===== src/rtl/mem_arbiter_if.sv =====
// Bundle of requester ports (flash, fetch, load/store) and RAM macro ports
// that mem_arbiter sits between. The arbiter uses the slave modport.
interface mem_arbiter_if #(
  parameter int WIDTH      = 32,
  parameter int ADDR_WIDTH = 11
);
  logic                    flash_en;
  logic [ADDR_WIDTH-1:0]   flash_addr;
  logic [WIDTH-1:0]        flash_data;

  logic                    if_req;
  logic [ADDR_WIDTH-1:0]   if_addr;
  logic                    if_gnt;
  logic                    if_rvalid;
  logic [WIDTH-1:0]        if_rdata;

  logic                    d_req;
  logic                    d_we;
  logic [ADDR_WIDTH-1:0]   d_addr;
  logic [WIDTH-1:0]        d_wdata;
  logic [WIDTH/8-1:0]      d_be;
  logic                    d_gnt;
  logic                    d_rvalid;
  logic [WIDTH-1:0]        d_rdata;

  logic                    mem_en;
  logic                    mem_we;
  logic [WIDTH/8-1:0]      mem_be;
  logic [ADDR_WIDTH-3:0]   mem_addr;
  logic [WIDTH-1:0]        mem_wdata;
  logic [WIDTH-1:0]        mem_rdata;

  modport slave (
    input  flash_en, flash_addr, flash_data,
    input  if_req, if_addr,
    output if_gnt, if_rvalid, if_rdata,
    input  d_req, d_we, d_addr, d_wdata, d_be,
    output d_gnt, d_rvalid, d_rdata,
    output mem_en, mem_we, mem_be, mem_addr, mem_wdata,
    input  mem_rdata
  );

  modport master (
    output flash_en, flash_addr, flash_data,
    output if_req, if_addr,
    input  if_gnt, if_rvalid, if_rdata,
    output d_req, d_we, d_addr, d_wdata, d_be,
    input  d_gnt, d_rvalid, d_rdata,
    input  mem_en, mem_we, mem_be, mem_addr, mem_wdata,
    output mem_rdata
  );
endinterface


===== src/rtl/mem_arbiter.sv =====
// Shares one single-port RAM between flash programming, instruction fetch and
// load/store; flash always wins, data beats fetch unless fetch has starved.
module mem_arbiter #(
  parameter  int WIDTH        = 32,
  parameter  int ADDR_WIDTH   = 11,
  parameter  int STARVE_LIMIT = 4,
  localparam int CNT_W        = $clog2(STARVE_LIMIT + 1)
) (
  input  logic             clk,
  input  logic             rst,
  mem_arbiter_if.slave     bus,
  output logic [1:0]       dbg_state,
  output logic [CNT_W-1:0] dbg_starve_cnt
);

  // Handshake: a core requester holds req (and its address/data) stable until
  // it sees gnt in the same cycle; gnt means the RAM command is issued now.
  // rvalid follows a granted read by exactly one cycle, for one cycle only.
  // Flash has no handshake: flash_en is a write that always happens.

  typedef enum logic [1:0] {
    IDLE  = 2'd0,
    RD_IF = 2'd1,
    RD_D  = 2'd2
  } state_t;

  localparam logic [CNT_W-1:0] LIMIT = CNT_W'(STARVE_LIMIT);

  state_t           state_q, state_d;
  logic [CNT_W-1:0] starve_q, starve_d;
  logic             core_ok;
  logic             fetch_starved;
  logic             if_gnt_c;
  logic             d_gnt_c;

  always_comb begin
    core_ok       = !rst && !bus.flash_en;
    fetch_starved = bus.if_req && (starve_q == LIMIT);
    if_gnt_c      = core_ok && bus.if_req && (fetch_starved || !bus.d_req);
    d_gnt_c       = core_ok && bus.d_req && !fetch_starved;
  end

  // RAM command mux; idle defaults follow the flash port so reset-time
  // programming needs no special casing.
  always_comb begin
    bus.mem_en    = 1'b0;
    bus.mem_we    = 1'b0;
    bus.mem_be    = '1;
    bus.mem_addr  = bus.flash_addr[ADDR_WIDTH-1:2];
    bus.mem_wdata = bus.flash_data;
    if (bus.flash_en) begin
      bus.mem_en = 1'b1;
      bus.mem_we = 1'b1;
    end else if (d_gnt_c) begin
      bus.mem_en    = 1'b1;
      bus.mem_we    = bus.d_we;
      bus.mem_be    = bus.d_we ? bus.d_be : '1;
      bus.mem_addr  = bus.d_addr[ADDR_WIDTH-1:2];
      bus.mem_wdata = bus.d_wdata;
    end else if (if_gnt_c) begin
      bus.mem_en   = 1'b1;
      bus.mem_addr = bus.if_addr[ADDR_WIDTH-1:2];
    end
  end

  always_comb begin
    state_d  = IDLE;
    starve_d = '0;
    if (!rst) begin
      if (if_gnt_c)                  state_d = RD_IF;
      else if (d_gnt_c && !bus.d_we) state_d = RD_D;
      if (bus.if_req && !if_gnt_c)
        starve_d = (starve_q == LIMIT) ? LIMIT : starve_q + CNT_W'(1);
    end
  end

  always_ff @(posedge clk) begin
    if (rst) begin
      state_q  <= IDLE;
      starve_q <= '0;
    end else begin
      state_q  <= state_d;
      starve_q <= starve_d;
    end
  end

  // A read in flight when reset asserts is dropped.
  always_comb begin
    bus.if_gnt    = if_gnt_c;
    bus.d_gnt     = d_gnt_c;
    bus.if_rvalid = !rst && (state_q == RD_IF);
    bus.d_rvalid  = !rst && (state_q == RD_D);
    bus.if_rdata  = bus.mem_rdata;
    bus.d_rdata   = bus.mem_rdata;
  end

  assign dbg_state      = state_q;
  assign dbg_starve_cnt = starve_q;

endmodule

===== src/flat_wrapper.sv =====
// flat-port wrapper written by rule: the top's interface ports become plain ports
module mem_arbiter_flat 
#(
  parameter  int WIDTH        = 32,
  parameter  int ADDR_WIDTH   = 11,
  parameter  int STARVE_LIMIT = 4,
  localparam int CNT_W        = $clog2(STARVE_LIMIT + 1)
)
  (clk, rst, dbg_state, dbg_starve_cnt, bus_flash_en, bus_flash_addr, bus_flash_data, bus_if_req, bus_if_addr, bus_if_gnt, bus_if_rvalid, bus_if_rdata, bus_d_req, bus_d_we, bus_d_addr, bus_d_wdata, bus_d_be, bus_d_gnt, bus_d_rvalid, bus_d_rdata, bus_mem_en, bus_mem_we, bus_mem_be, bus_mem_addr, bus_mem_wdata, bus_mem_rdata);
  mem_arbiter_if #(.WIDTH(WIDTH), .ADDR_WIDTH(ADDR_WIDTH)) bus_i ();
  input  logic clk;
  input  logic rst;
  output logic [1:0] dbg_state;
  output logic [CNT_W-1:0] dbg_starve_cnt;
  input wire logic [$bits(bus_i.flash_en)-1:0] bus_flash_en;
  input wire logic [$bits(bus_i.flash_addr)-1:0] bus_flash_addr;
  input wire logic [$bits(bus_i.flash_data)-1:0] bus_flash_data;
  input wire logic [$bits(bus_i.if_req)-1:0] bus_if_req;
  input wire logic [$bits(bus_i.if_addr)-1:0] bus_if_addr;
  output wire logic [$bits(bus_i.if_gnt)-1:0] bus_if_gnt;
  output wire logic [$bits(bus_i.if_rvalid)-1:0] bus_if_rvalid;
  output wire logic [$bits(bus_i.if_rdata)-1:0] bus_if_rdata;
  input wire logic [$bits(bus_i.d_req)-1:0] bus_d_req;
  input wire logic [$bits(bus_i.d_we)-1:0] bus_d_we;
  input wire logic [$bits(bus_i.d_addr)-1:0] bus_d_addr;
  input wire logic [$bits(bus_i.d_wdata)-1:0] bus_d_wdata;
  input wire logic [$bits(bus_i.d_be)-1:0] bus_d_be;
  output wire logic [$bits(bus_i.d_gnt)-1:0] bus_d_gnt;
  output wire logic [$bits(bus_i.d_rvalid)-1:0] bus_d_rvalid;
  output wire logic [$bits(bus_i.d_rdata)-1:0] bus_d_rdata;
  output wire logic [$bits(bus_i.mem_en)-1:0] bus_mem_en;
  output wire logic [$bits(bus_i.mem_we)-1:0] bus_mem_we;
  output wire logic [$bits(bus_i.mem_be)-1:0] bus_mem_be;
  output wire logic [$bits(bus_i.mem_addr)-1:0] bus_mem_addr;
  output wire logic [$bits(bus_i.mem_wdata)-1:0] bus_mem_wdata;
  input wire logic [$bits(bus_i.mem_rdata)-1:0] bus_mem_rdata;
  assign bus_i.flash_en = bus_flash_en;
  assign bus_i.flash_addr = bus_flash_addr;
  assign bus_i.flash_data = bus_flash_data;
  assign bus_i.if_req = bus_if_req;
  assign bus_i.if_addr = bus_if_addr;
  assign bus_if_gnt = bus_i.if_gnt;
  assign bus_if_rvalid = bus_i.if_rvalid;
  assign bus_if_rdata = bus_i.if_rdata;
  assign bus_i.d_req = bus_d_req;
  assign bus_i.d_we = bus_d_we;
  assign bus_i.d_addr = bus_d_addr;
  assign bus_i.d_wdata = bus_d_wdata;
  assign bus_i.d_be = bus_d_be;
  assign bus_d_gnt = bus_i.d_gnt;
  assign bus_d_rvalid = bus_i.d_rvalid;
  assign bus_d_rdata = bus_i.d_rdata;
  assign bus_mem_en = bus_i.mem_en;
  assign bus_mem_we = bus_i.mem_we;
  assign bus_mem_be = bus_i.mem_be;
  assign bus_mem_addr = bus_i.mem_addr;
  assign bus_mem_wdata = bus_i.mem_wdata;
  assign bus_i.mem_rdata = bus_mem_rdata;
  mem_arbiter #(.WIDTH(WIDTH), .ADDR_WIDTH(ADDR_WIDTH), .STARVE_LIMIT(STARVE_LIMIT)) u_core (.clk(clk), .rst(rst), .bus(bus_i), .dbg_state(dbg_state), .dbg_starve_cnt(dbg_starve_cnt));
endmodule

===== config.mk =====
export PLATFORM = sky130hd
export DESIGN_NAME = mem_arbiter_flat
export DESIGN_NICKNAME = d
export VERILOG_FILES = /design/src/rtl/mem_arbiter_if.sv /design/src/rtl/mem_arbiter.sv /design/src/flat_wrapper.sv
export SDC_FILE = /design/constraint.sdc
export NUM_CORES = 1
export LEC_CHECK = 0
export BUFFER_PORTS_ARGS = -buffer_cell sky130_fd_sc_hd__buf_2
export CAP_MARGIN = 10
export CORE_AREA = 2 2 99 101
export DETAILED_ROUTE_END_ITERATION = 10
export DIE_AREA = 0 0 101 103
export HOLD_SLACK_MARGIN = 0.05
export SYNTH_ARGS = -nofsm -noshare
export SYNTH_HDL_FRONTEND = slang
export SYNTH_SLANG_ARGS = --single-unit

===== constraint.sdc =====
create_clock -name clk -period 4.25 [get_ports clk]
set_clock_uncertainty 0.2 [all_clocks]
set_input_delay 0.85 -clock clk [delete_from_list [all_inputs] [get_ports clk]]
set_output_delay 0.85 -clock clk [all_outputs]
set_load 0.02 [all_outputs]

# --- Word-level counts from Yosys, hierarchy flattened ---
# Cells that the tools add are included.
totals:
  register_bits: 5
  input_bits: 139
  out_inout_bits: 120
  elab_cells: 45
classes:
  add_sub_neg: 1
  eq_ne: 3
  mux: 16
  bitwise: 1
  n_reduce_logical: 20
ops:
  columns: ["operator", "n"]
  rows:
  - ["$mux W32", 2]
  - ["$mux W9", 3]
  - ["$mux W4", 3]
  - ["$logic_and A1 B1 Y1", 10]
  - ["$logic_not A1 Y1", 6]
  - ["$mux W1", 6]
  - ["$reduce_or A2 Y1", 2]
  - ["$add A3 B1 Y3 const B", 1]
  - ["$eq A3 B3 Y1 const B", 1]
  - ["$mux W3", 1]
  - ["$reduce_or A3 Y1", 1]
  - ["$eq A2 B1 Y1 const B", 1]
  - ["$eq A2 B2 Y1 const B", 1]
  - ["$mux W2", 1]
  - ["$logic_or A1 B1 Y1", 1]
  - ["$not A1 Y1", 1]

# --- Logic depth before layout (Yosys ltp) ---
# Gate-level depths: netlist (run 1).
logic_depth:
  depth_word: 8
  ltp_mapped: 7

# --- Least setup slack after synthesis (run 1) ---
# No wires, ideal clock.
synth_timing:
  path_type: "in2out"
  start: "input bus_if_req"
  end: "output bus_mem_addr[5]"
  arrival_ns: 2.002
  path_slack_ns: 1.198
  path_stages: 5
  n_path_buf: 2
  path_cell_list: "nand3_1 and3_4 buf_6 buf_6 a222oi_1"
synth_lines:
  columns: ["element", "line_no", "text"]
  rows:
  - ["start: declaration", "flat_wrapper.sv:18", "input wire logic [$bits(bus_i.if_req)-1:0] bus_if_req;"]
  - ["$logic_and A1 B1 Y1", "mem_arbiter.sv:38", "fetch_starved = bus.if_req && (starve_q == LIMIT);"]
  - ["$logic_not A1 Y1", "mem_arbiter.sv:40", "d_gnt_c = core_ok && bus.d_req && !fetch_starved;"]
  - ["$logic_and A1 B1 Y1", "mem_arbiter.sv:40", null]
  - ["via bus_d_gnt", "flat_wrapper.sv:28", "output wire logic [$bits(bus_i.d_gnt)-1:0] bus_d_gnt;"]
  - ["$mux W9", "mem_arbiter.sv:54", "end else if (d_gnt_c) begin"]
  - ["$mux W9", "mem_arbiter.sv:51", "if (bus.flash_en) begin"]
  - ["end: declaration", "flat_wrapper.sv:34", "output wire logic [$bits(bus_i.mem_addr)-1:0] bus_mem_addr;"]
# The timed path passes the listed nets, and every way through them passes these cells.

# --- Final worst setup path (run 1) ---
layout_timing:
  start: "input bus_flash_en"
  end: "output bus_mem_wdata[31]"
layout_via:
  elab_chain_len: 6
layout_lines:
  columns: ["element", "line_no", "text"]
  rows:
  - ["start: declaration", "flat_wrapper.sv:15", "input wire logic [$bits(bus_i.flash_en)-1:0] bus_flash_en;"]
  - ["$logic_not A1 Y1", "mem_arbiter.sv:37", "core_ok = !rst && !bus.flash_en;"]
  - ["$logic_and A1 B1 Y1", "mem_arbiter.sv:37", null]
  - ["$logic_and A1 B1 Y1 (2 in a row)", "mem_arbiter.sv:40", null]
  - ["$mux W32", "mem_arbiter.sv:54", null]
  - ["$mux W32 (*)", "mem_arbiter.sv:51", null]
  - ["end: declaration", "flat_wrapper.sv:35", "output wire logic [$bits(bus_i.mem_wdata)-1:0] bus_mem_wdata;"]
# Mark *: on every way between the ends. The rest lies on a longest branch, timed or not.

==> flow_metrics.tcl, run 1 <==
set metrics [dict create \
    tns_ns 0 \
    ys_ff_latch 5 \
    avgRoutedWirePerCell_um 12.3 \
    path_common_cell "buf_2" \
    clock_sinks 5 \
    clockRootBuffer "clkbuf_8" \
    via_count 1455 \
    start_util_pct 14.7 \
    antenna_found_initial 0 \
    first_pass_iters 4 \
    synth-async-reset-ratio_pct 0 \
    seq_area_frac_synth_pct 7.22 \
    r2r-end "u_core.dbg_state[1]" \
    grt_usage_pct 7.40 \
    cp-end-kind "primary output" \
    finalNonFillerCells 375 \
    synth-compound-area-share_pct 10.6 \
    register_area_um2 100 \
    fill_cells 1063 \
    period_needed_ns 3.40 \
    synth_xor_area_share_pct 0 \
    synthSimpleGateAreaFrac_pct 7.22 \
    grt_overflow_total 0 \
    dp_cells 371 \
    hold_violations 0 \
    cts_made_buffers 3 \
    first_iter_violations 45 \
    crit_required_ns 3.20 \
    slew_headroom_pct 44.9 \
    holdPathStages 2 \
    arrival_ns 2.35 \
    path_cells "buf_2 > nor2_1 > and3_4 > mux2_2 > buf_2" \
    drive_above_1_share_pct 73.9 \
    cts_tree "done" \
    syn_nets 311 \
    muxShareOfSynthArea_pct 27.1 \
    start_kind "primary input" \
    postSynthCellCount 170 \
    final_cell_mix "buf_2 (156), inv_1 (29), mux2_2 (28)" \
    cap_violations 0 \
    worst_r2r_path_depth 5 \
    portBuffers 156 \
    clock_latency_ns 0.22 \
    cts_hold_buf 0 \
    die_w_um 101 \
    num_rows 36 \
    vdd_drop_max_uv 70.5 \
    synth_top_family_by_area "buffers and inverters" \
    clock_path_buffers 2 \
    h-tree-depth 1 \
    period_share_pct 79.9 \
    gp_congestion 0.681 \
    postRouteAntennaNets 0 \
    grt_max_degree 49 \
    power_density_nw_per_um2 171 \
    critical-path-max-stage-delay_ns 0.61 \
    route.detailed.drc 0 \
    worst_slew_pin_slew_ns 0.821 \
    fp.coreArea_um2 9460 \
    wirelength_um 4630 \
    grt_setup_unrepaired "no" \
    criticalPathCategory "primary input to primary output" \
    status "finished, final reports clean" \
    cts_resized 0 \
    crit_slowest_cell "and3_4" \
    dp.final_hpwl_um 4030 \
    multi_input_area_um2 648 \
    synth_edf_count 0 \
    rrSetupSlack_ns 2.45 \
    synth_ff_type "dfxtp_1" \
    ys_warn_count 0 \
    hold_path_class "flop to flop" \
    io_pins 259 \
    num_antenna_cells 0 \
    whs_endpoint "u_core.dbg_starve_cnt[0]" \
    fp.dieArea_um2 10400 \
    layout_commonest_cell "buf_2" \
    grt_pass1_vias 1292 \
    synthAdderAreaFrac_pct 1.81 \
    slew_viol_final 0 \
    via_per_inst 3.88 \
    area_delta_synth_final_pct 32.2 \
    clock.fmax_ghz 0.294 \
    path_max_fanout 48 \
    ys_types 24 \
    dieHeight_um 103 \
    setup_viol 0 \
    grt_pass1_wl_um 5940 \
    crit-reg2reg-launch "u_core.dbg_starve_cnt[0]" \
    hp-start "u_core.dbg_starve_cnt[0]" \
    synth_area_per_cell_um2 8.15 \
    final_nets 403 \
    power_leakage_nw 1.07 \
    postCtsSetupBuffers 0 \
    synth_area_um2 1390 \
    clk_pin_slew_ns 0.03 \
]
## synthesized netlist by cell type (2+ instances only)
library cell  instances  area, um2
nand2b_1              2       12.5
inv_1                29        109
ha_1                  2       25.0
a211oi_1              2       15.0
buf_2                 3       15.0
nand3b_1              5       37.5
nor3b_1               2       15.0
mux2_2               28        315
o211a_1               2       20.0
a222oi_1              9       90.1
mux2_4                4       60.1
dfxtp_1               5        100
buf_6                 3       33.8
buf_4                64        480
## final cells by class
class | instances | share of cell area [%]
clock buffer | 4 | 2.46
inverter | 29 | 5.94
multi-input combinational | 66 | 35.4
sequential | 5 | 5.46
tap | 114 | 7.78
timing repair buffer | 157 | 43.0
## how the worst max path moves through the flow
stage | startpoint | end | slack, ns | cells after the start
detailed placement | bus_flash_en | bus_mem_wdata[19] | 0.82 | 5
floorplan | bus_if_req | bus_mem_addr[5] | 1.20 | 5
global route | bus_flash_en | bus_mem_wdata[7] | 0.76 | 5
finish | bus_flash_en | bus_mem_wdata[31] | 0.85 | 5
CTS | bus_flash_en | bus_mem_wdata[19] | 0.82 | 5
global placement | bus_flash_en | bus_mem_wdata[7] | 0.87 | 5
## kinds of logic (layout without fill, tap and decap cells)
group	Yosys count	in the layout
adders and majority gates	2	2
buffers and inverters	99	190
DFF	5	5
and+or+nand+nor	15	15
AOI/OAI and AO/OA	17	17
muxes	32	32
## where the power goes
part           internal [mW]  switching (mW)  total (mW)
sequential            0.0486        0.000902      0.0495
clock                 0.0642          0.0211      0.0852
combinational         0.0847          0.0937       0.178
total                  0.197           0.116       0.313
## metal layers
layer / vias up / global-route usage, % / part of all wire (%)
li1: 684 / - / -
met4: 0 / 4.47 / 4.1
met3: 30 / 1.90 / 11
met5: - / 0 / 0
met2: 128 / 13.6 / 48
met1: 613 / 7.55 / 37
## worst max-delay path, delay by kind of cell
family        cells  cell delay, ns
simple gates      2            0.75
mux               1            0.41
buf+inv           2            0.31
## sequential cells by signal, indices dropped and copies added (netlist names)
| name | flops |
|---|---|
| u_core.dbg_starve_cnt | 3 |
| u_core.dbg_state | 2 |
## metrics by stage
stage	instance area [um2]	setup WS [ns]	power (mW)	util, %	hold slack, ns
6_report	1830	0.853	0.313	19.4	0.353
5_1_grt	1830	0.763	0.337	19.4	0.375
4_1_cts	1830	0.822	0.318	19.4	0.361
3_5_place_dp	1790	0.819	0.230	18.9	0.352
3_3_place_gp	1790	0.873	0.227	18.9	0.327
2_1_floorplan	1390	1.20	0.235	-	0.400
No activity file was read; power rests on OpenSTA's default activity.
==> run 2, diff against run 1 <==
- CORE_AREA: 2 2 99 101 -> 2 2 100 102
- DIE_AREA: 0 0 101 103 -> 0 0 102 104
- clock period: 4.25 -> 3.04 ns (I/O delays scaled with it)
==> flow_metrics.tcl, run 2 (synthesis results as in run 1) <==
set metrics [dict create \
    status "finished, final reports clean" \
    fp.dieArea_um2 10600 \
    grt_pass1_vias 1412 \
    wirelength_um 5260 \
    postCtsSetupBuffers 0 \
    dp.final_hpwl_um 4800 \
    cap_violations 0 \
    multi_input_area_um2 648 \
    gp_congestion 0.722 \
    final_cell_area_um2 1880 \
    io_pins 259 \
    cts_tree "done" \
    avgRoutedWirePerCell_um 13.3 \
    final_cell_mix "buf_2 (156), inv_1 (29), mux2_2 (28)" \
    slew_viol_final 0 \
    clock_sinks 5 \
    critical-path-max-stage-delay_ns 0.37 \
    tns_ns 0 \
    register_area_um2 100 \
    grt_usage_pct 8.95 \
    drive_above_1_share_pct 74.1 \
    arrival_ns 1.94 \
    dieHeight_um 104 \
    cts_hold_buf 0 \
    grt_setup_unrepaired "no" \
    cp_num_buf_inv 3 \
    period_share_pct 90.5 \
    slew_headroom_pct 42.0 \
    layout_commonest_cell "buf_2" \
    cts_made_buffers 3 \
    power_density_nw_per_um2 239 \
    criticalPathCategory "flop to primary output" \
    path_max_fanout 20 \
    start_kind "flop" \
    place_area_um2 1840 \
    hold_path_class "flop to flop" \
    via_count 1442 \
    die_w_um 102 \
    clock_latency_ns 0.22 \
    grt_pass1_wl_um 7160 \
    worst_slew_pin_slew_ns 0.865 \
    first_iter_violations 67 \
    area_delta_synth_final_pct 35.9 \
    crit_required_ns 2.23 \
    hold_violations 0 \
    antenna_found_initial 0 \
    largest_reg_flops 3 \
    start_util_pct 14.5 \
    setup_viol 0 \
    grt_max_degree 29 \
    fill_cells 1098 \
    portBuffers 156 \
    vdd_drop_max_uv 115 \
    path_cells "inv_1 > ha_1 > nand3_1 > and3_4 > buf_4 > a222oi_1 > buf_2" \
    crit_family "buffers and inverters" \
    clk_pin_slew_ns 0.04 \
    postRouteAntennaNets 0 \
    period_needed_ns 2.75 \
    clock.fmax_ghz 0.363 \
    first_pass_iters 5 \
    clock_path_buffers 2 \
    fp.coreArea_um2 9550 \
    num_rows 36 \
    clockRootBuffer "clkbuf_8" \
    route.detailed.drc 0 \
    crit_slowest_cell "a222oi_1" \
    grt_overflow_total 0 \
    via_per_inst 3.64 \
    cp-end-kind "primary output" \
    num_antenna_cells 0 \
    final_nets 405 \
    power_leakage_nw 1.09 \
    h-tree-depth 1 \
    cts_resized 0 \
]
-- run 2: worst reg2reg max path, stage by stage, from the launching register on --
cell and delay [ns]:
dfxtp_1 0.34, inv_1 0.07, ha_1 0.24, nand3_1 0.10
and3_4 0.21, buf_4 0.26, nor2b_1 0.15
-- run 2: routing by layer --
metal	global-route usage, %	up-vias	routed length [um]
li1	-	690	-
met3	1.68	26	496
met4	3.71	0	178
met1	9.36	609	1980
met5	0	-	0
met2	17.0	117	2600
-- run 2: where the power goes --
part	internal [mW]	total, mW	switching, mW	leakage (nW)
combinational	0.121	0.259	0.138	1.02
clock	0.0899	0.122	0.0318	0.0228
sequential	0.0679	0.0691	0.00123	0.0407
-- run 2: worst paths after layout --
path                                                from                       end  slack [ns]  cells past startpoint
worst min register to register  u_core.dbg_starve_cnt[0]  u_core.dbg_starve_cnt[0]        0.36                      2
worst min-delay path            u_core.dbg_starve_cnt[0]  u_core.dbg_starve_cnt[0]        0.36                      2
worst max-delay path            u_core.dbg_starve_cnt[0]           bus_mem_addr[6]        0.29                      7
worst max register to register  u_core.dbg_starve_cnt[0]       u_core.dbg_state[1]        1.41                      6
-- run 2: layout make-up --
| type | instances | share of cell area (%) |
|---|---|---|
| inverter | 29 | 5.78 |
| timing repair buffer | 159 | 43.3 |
| multi-input combinational | 66 | 34.4 |
| tap | 133 | 8.83 |
| clock buffer | 4 | 2.39 |
| sequential | 5 | 5.31 |
-- run 2: through the flow --
step | hold WS, ns | utilization (%) | worst slack [ns] | cells | power (mW)
after floorplan | 0.400 | - | 0.414 | 170 | 0.329
after global placement | 0.329 | 19.3 | 0.368 | 392 | 0.330
after detailed placement | 0.352 | 19.3 | 0.338 | 392 | 0.333
after CTS | 0.366 | 19.7 | 0.269 | 396 | 0.457
after global routing | 0.415 | 19.7 | 0.151 | 396 | 0.483
final | 0.364 | 19.7 | 0.288 | 396 | 0.450
==> run 3, diff against run 2 <==
- CELL_PAD_IN_SITES_DETAIL_PLACEMENT: unset -> 0
- CELL_PAD_IN_SITES_GLOBAL_PLACEMENT: unset -> 1
- CORE_AREA: 2 2 100 102 -> unset
- CORE_MARGIN: unset -> 2
- CORE_UTILIZATION: unset -> 13
- DIE_AREA: 0 0 102 104 -> unset
- PLACE_DENSITY_LB_ADDON: unset -> 0.1
==> flow_metrics.tcl, run 3 (synthesis results as in run 1) <==
set metrics [dict create \
    cp_num_buf_inv 3 \
    postCtsSetupBuffers 0 \
    fill_cells 1172 \
    cts_made_buffers 3 \
    antenna_found_initial 0 \
    crit_required_ns 2.23 \
    grt_pass1_vias 1280 \
    vdd_drop_max_uv 94.0 \
    clock_latency_ns 0.22 \
    largest_reg_flops 3 \
    clk_pin_slew_ns 0.04 \
    grt_setup_unrepaired "no" \
    finalNonFillerCells 400 \
    dr_wl_met2_um 2530 \
    status "finished, final reports clean" \
    dp.final_hpwl_um 4050 \
    wl_met3_um 600 \
    grt_usage_pct 7.07 \
    grt_max_degree 31 \
    crit_slowest_cell "mux2_2" \
    top_layer_used "met4" \
    slew_headroom_pct 42.4 \
    cap_violations 0 \
    arrival_ns 1.91 \
    power_leakage_nw 1.09 \
    dp_cells 396 \
    worst_slew_pin_slew_ns 0.859 \
    avgRoutedWirePerCell_um 12.0 \
    final_cell_mix "buf_2 (156), inv_1 (29), mux2_2 (28)" \
    holdPathStages 2 \
    dieHeight_um 107 \
    area_delta_synth_final_pct 38.0 \
    postRouteAntennaNets 0 \
    gp_congestion 0.609 \
    num_antenna_cells 0 \
    pwr-share-clk_pct 27.9 \
    crit_family "buffers and inverters" \
    cts_tree "done" \
    critical-path-max-stage-delay_ns 0.36 \
    portBuffers 156 \
    clockRootBuffer "clkbuf_8" \
    cp-end-kind "primary output" \
    path_max_fanout 30 \
    h-tree-depth 1 \
    hold_violations 0 \
    slew_viol_final 0 \
    io_pins 259 \
    power_density_nw_per_um2 233 \
    clock_path_buffers 2 \
    grt_overflow_total 0 \
    path_cells "inv_1 > ha_1 > nand3_1 > and3_4 > buf_12 > mux2_2 > buf_2" \
    tns_ns 0 \
    grt_pass1_wl_um 6380 \
    combPwrFrac_pct 56.6 \
    die_w_um 107 \
    criticalPathCategory "flop to primary output" \
    fp.dieArea_um2 11500 \
    first_pass_iters 4 \
    power_frac_seq_pct 15.5 \
    p_int_mw 0.281 \
    num_rows 37 \
    via_count 1421 \
    hold_path_class "flop to flop" \
    cts_hold_buf 0 \
    worst_r2r_path_depth 6 \
    period_share_pct 89.4 \
    crit_cells 7 \
    switchingPower_mw 0.166 \
    wirelength_um 4780 \
    drive_above_1_share_pct 74.6 \
    first_iter_violations 37 \
    rrSetupSlack_ns 1.47 \
    p_sw_share_pct 37.1 \
    layout_commonest_cell "buf_2" \
    final_nets 406 \
    fp.coreArea_um2 10300 \
    setup_viol 0 \
    start_kind "flop" \
    cts_resized 0 \
    via_per_inst 3.55 \
    period_needed_ns 2.72 \
    route.detailed.drc 0 \
    clock.fmax_ghz 0.368 \
    start_util_pct 13.4 \
    wl_met1_um 1510 \
    clock_sinks 5 \
]
==> run 3: cell types whose count changed in the layout (fill, tap and decap cells not counted) <==
cell,delta
buf_12,+1
a211oi_2,+1
a211oi_1,-1
==> run 3: per-stage QoR <==
step	setup slack [ns]	instance area (um2)	utilization [%]	power, mW	hold slack, ns
after floorplan	0.414	1390	-	0.329	0.400
after global placement	0.228	1870	18.1	0.330	0.362
after detailed placement	0.271	1870	18.1	0.328	0.356
after CTS	0.265	1910	18.5	0.459	0.365
after global routing	0.158	1910	18.5	0.480	0.387
final	0.323	1910	18.5	0.446	0.352
==> run 3: area by class of cell <==
| cell class | count | area (um2) | share of cell area, % |
|---|---|---|---|
| timing repair buffer | 160 | 836 | 43.7 |
| multi-input combinational | 66 | 653 | 34.1 |
| tap | 136 | 170 | 8.89 |
| inverter | 29 | 109 | 5.69 |
| sequential | 5 | 100 | 5.23 |
| clock buffer | 4 | 45.0 | 2.35 |
==> run 3: final timing paths <==
kind,to,from
min reg2reg,u_core.dbg_starve_cnt[0],u_core.dbg_starve_cnt[0]
max reg2reg,u_core.dbg_state[1],u_core.dbg_starve_cnt[0]
max,bus_mem_wdata[19],u_core.dbg_starve_cnt[0]
min,u_core.dbg_starve_cnt[0],u_core.dbg_starve_cnt[0]
==> run 3: worst min-delay path, stage by stage, from the launching register on <==
cell and delay, ns:
dfxtp_1 0.31, inv_1 0.08, o211a_1 0.13
==> run 3: metal layers <==
| metal | vias to the layer above | track usage, % |
|---|---|---|
| met4 | 0 | 3.43 |
| met2 | 96 | 14.1 |
| met1 | 604 | 6.31 |
| met3 | 29 | 2.24 |
| li1 | 692 | - |
| met5 | - | 0 |
==> run 3: power groups by stage <==
stage	clock, mW	combinational, mW	sequential, mW
floorplan	0	0.256	0.0723
global placement	0	0.259	0.0702
detailed placement	0	0.258	0.0703
CTS	0.130	0.259	0.0692
global route	0.136	0.274	0.0693
finish	0.125	0.252	0.0691
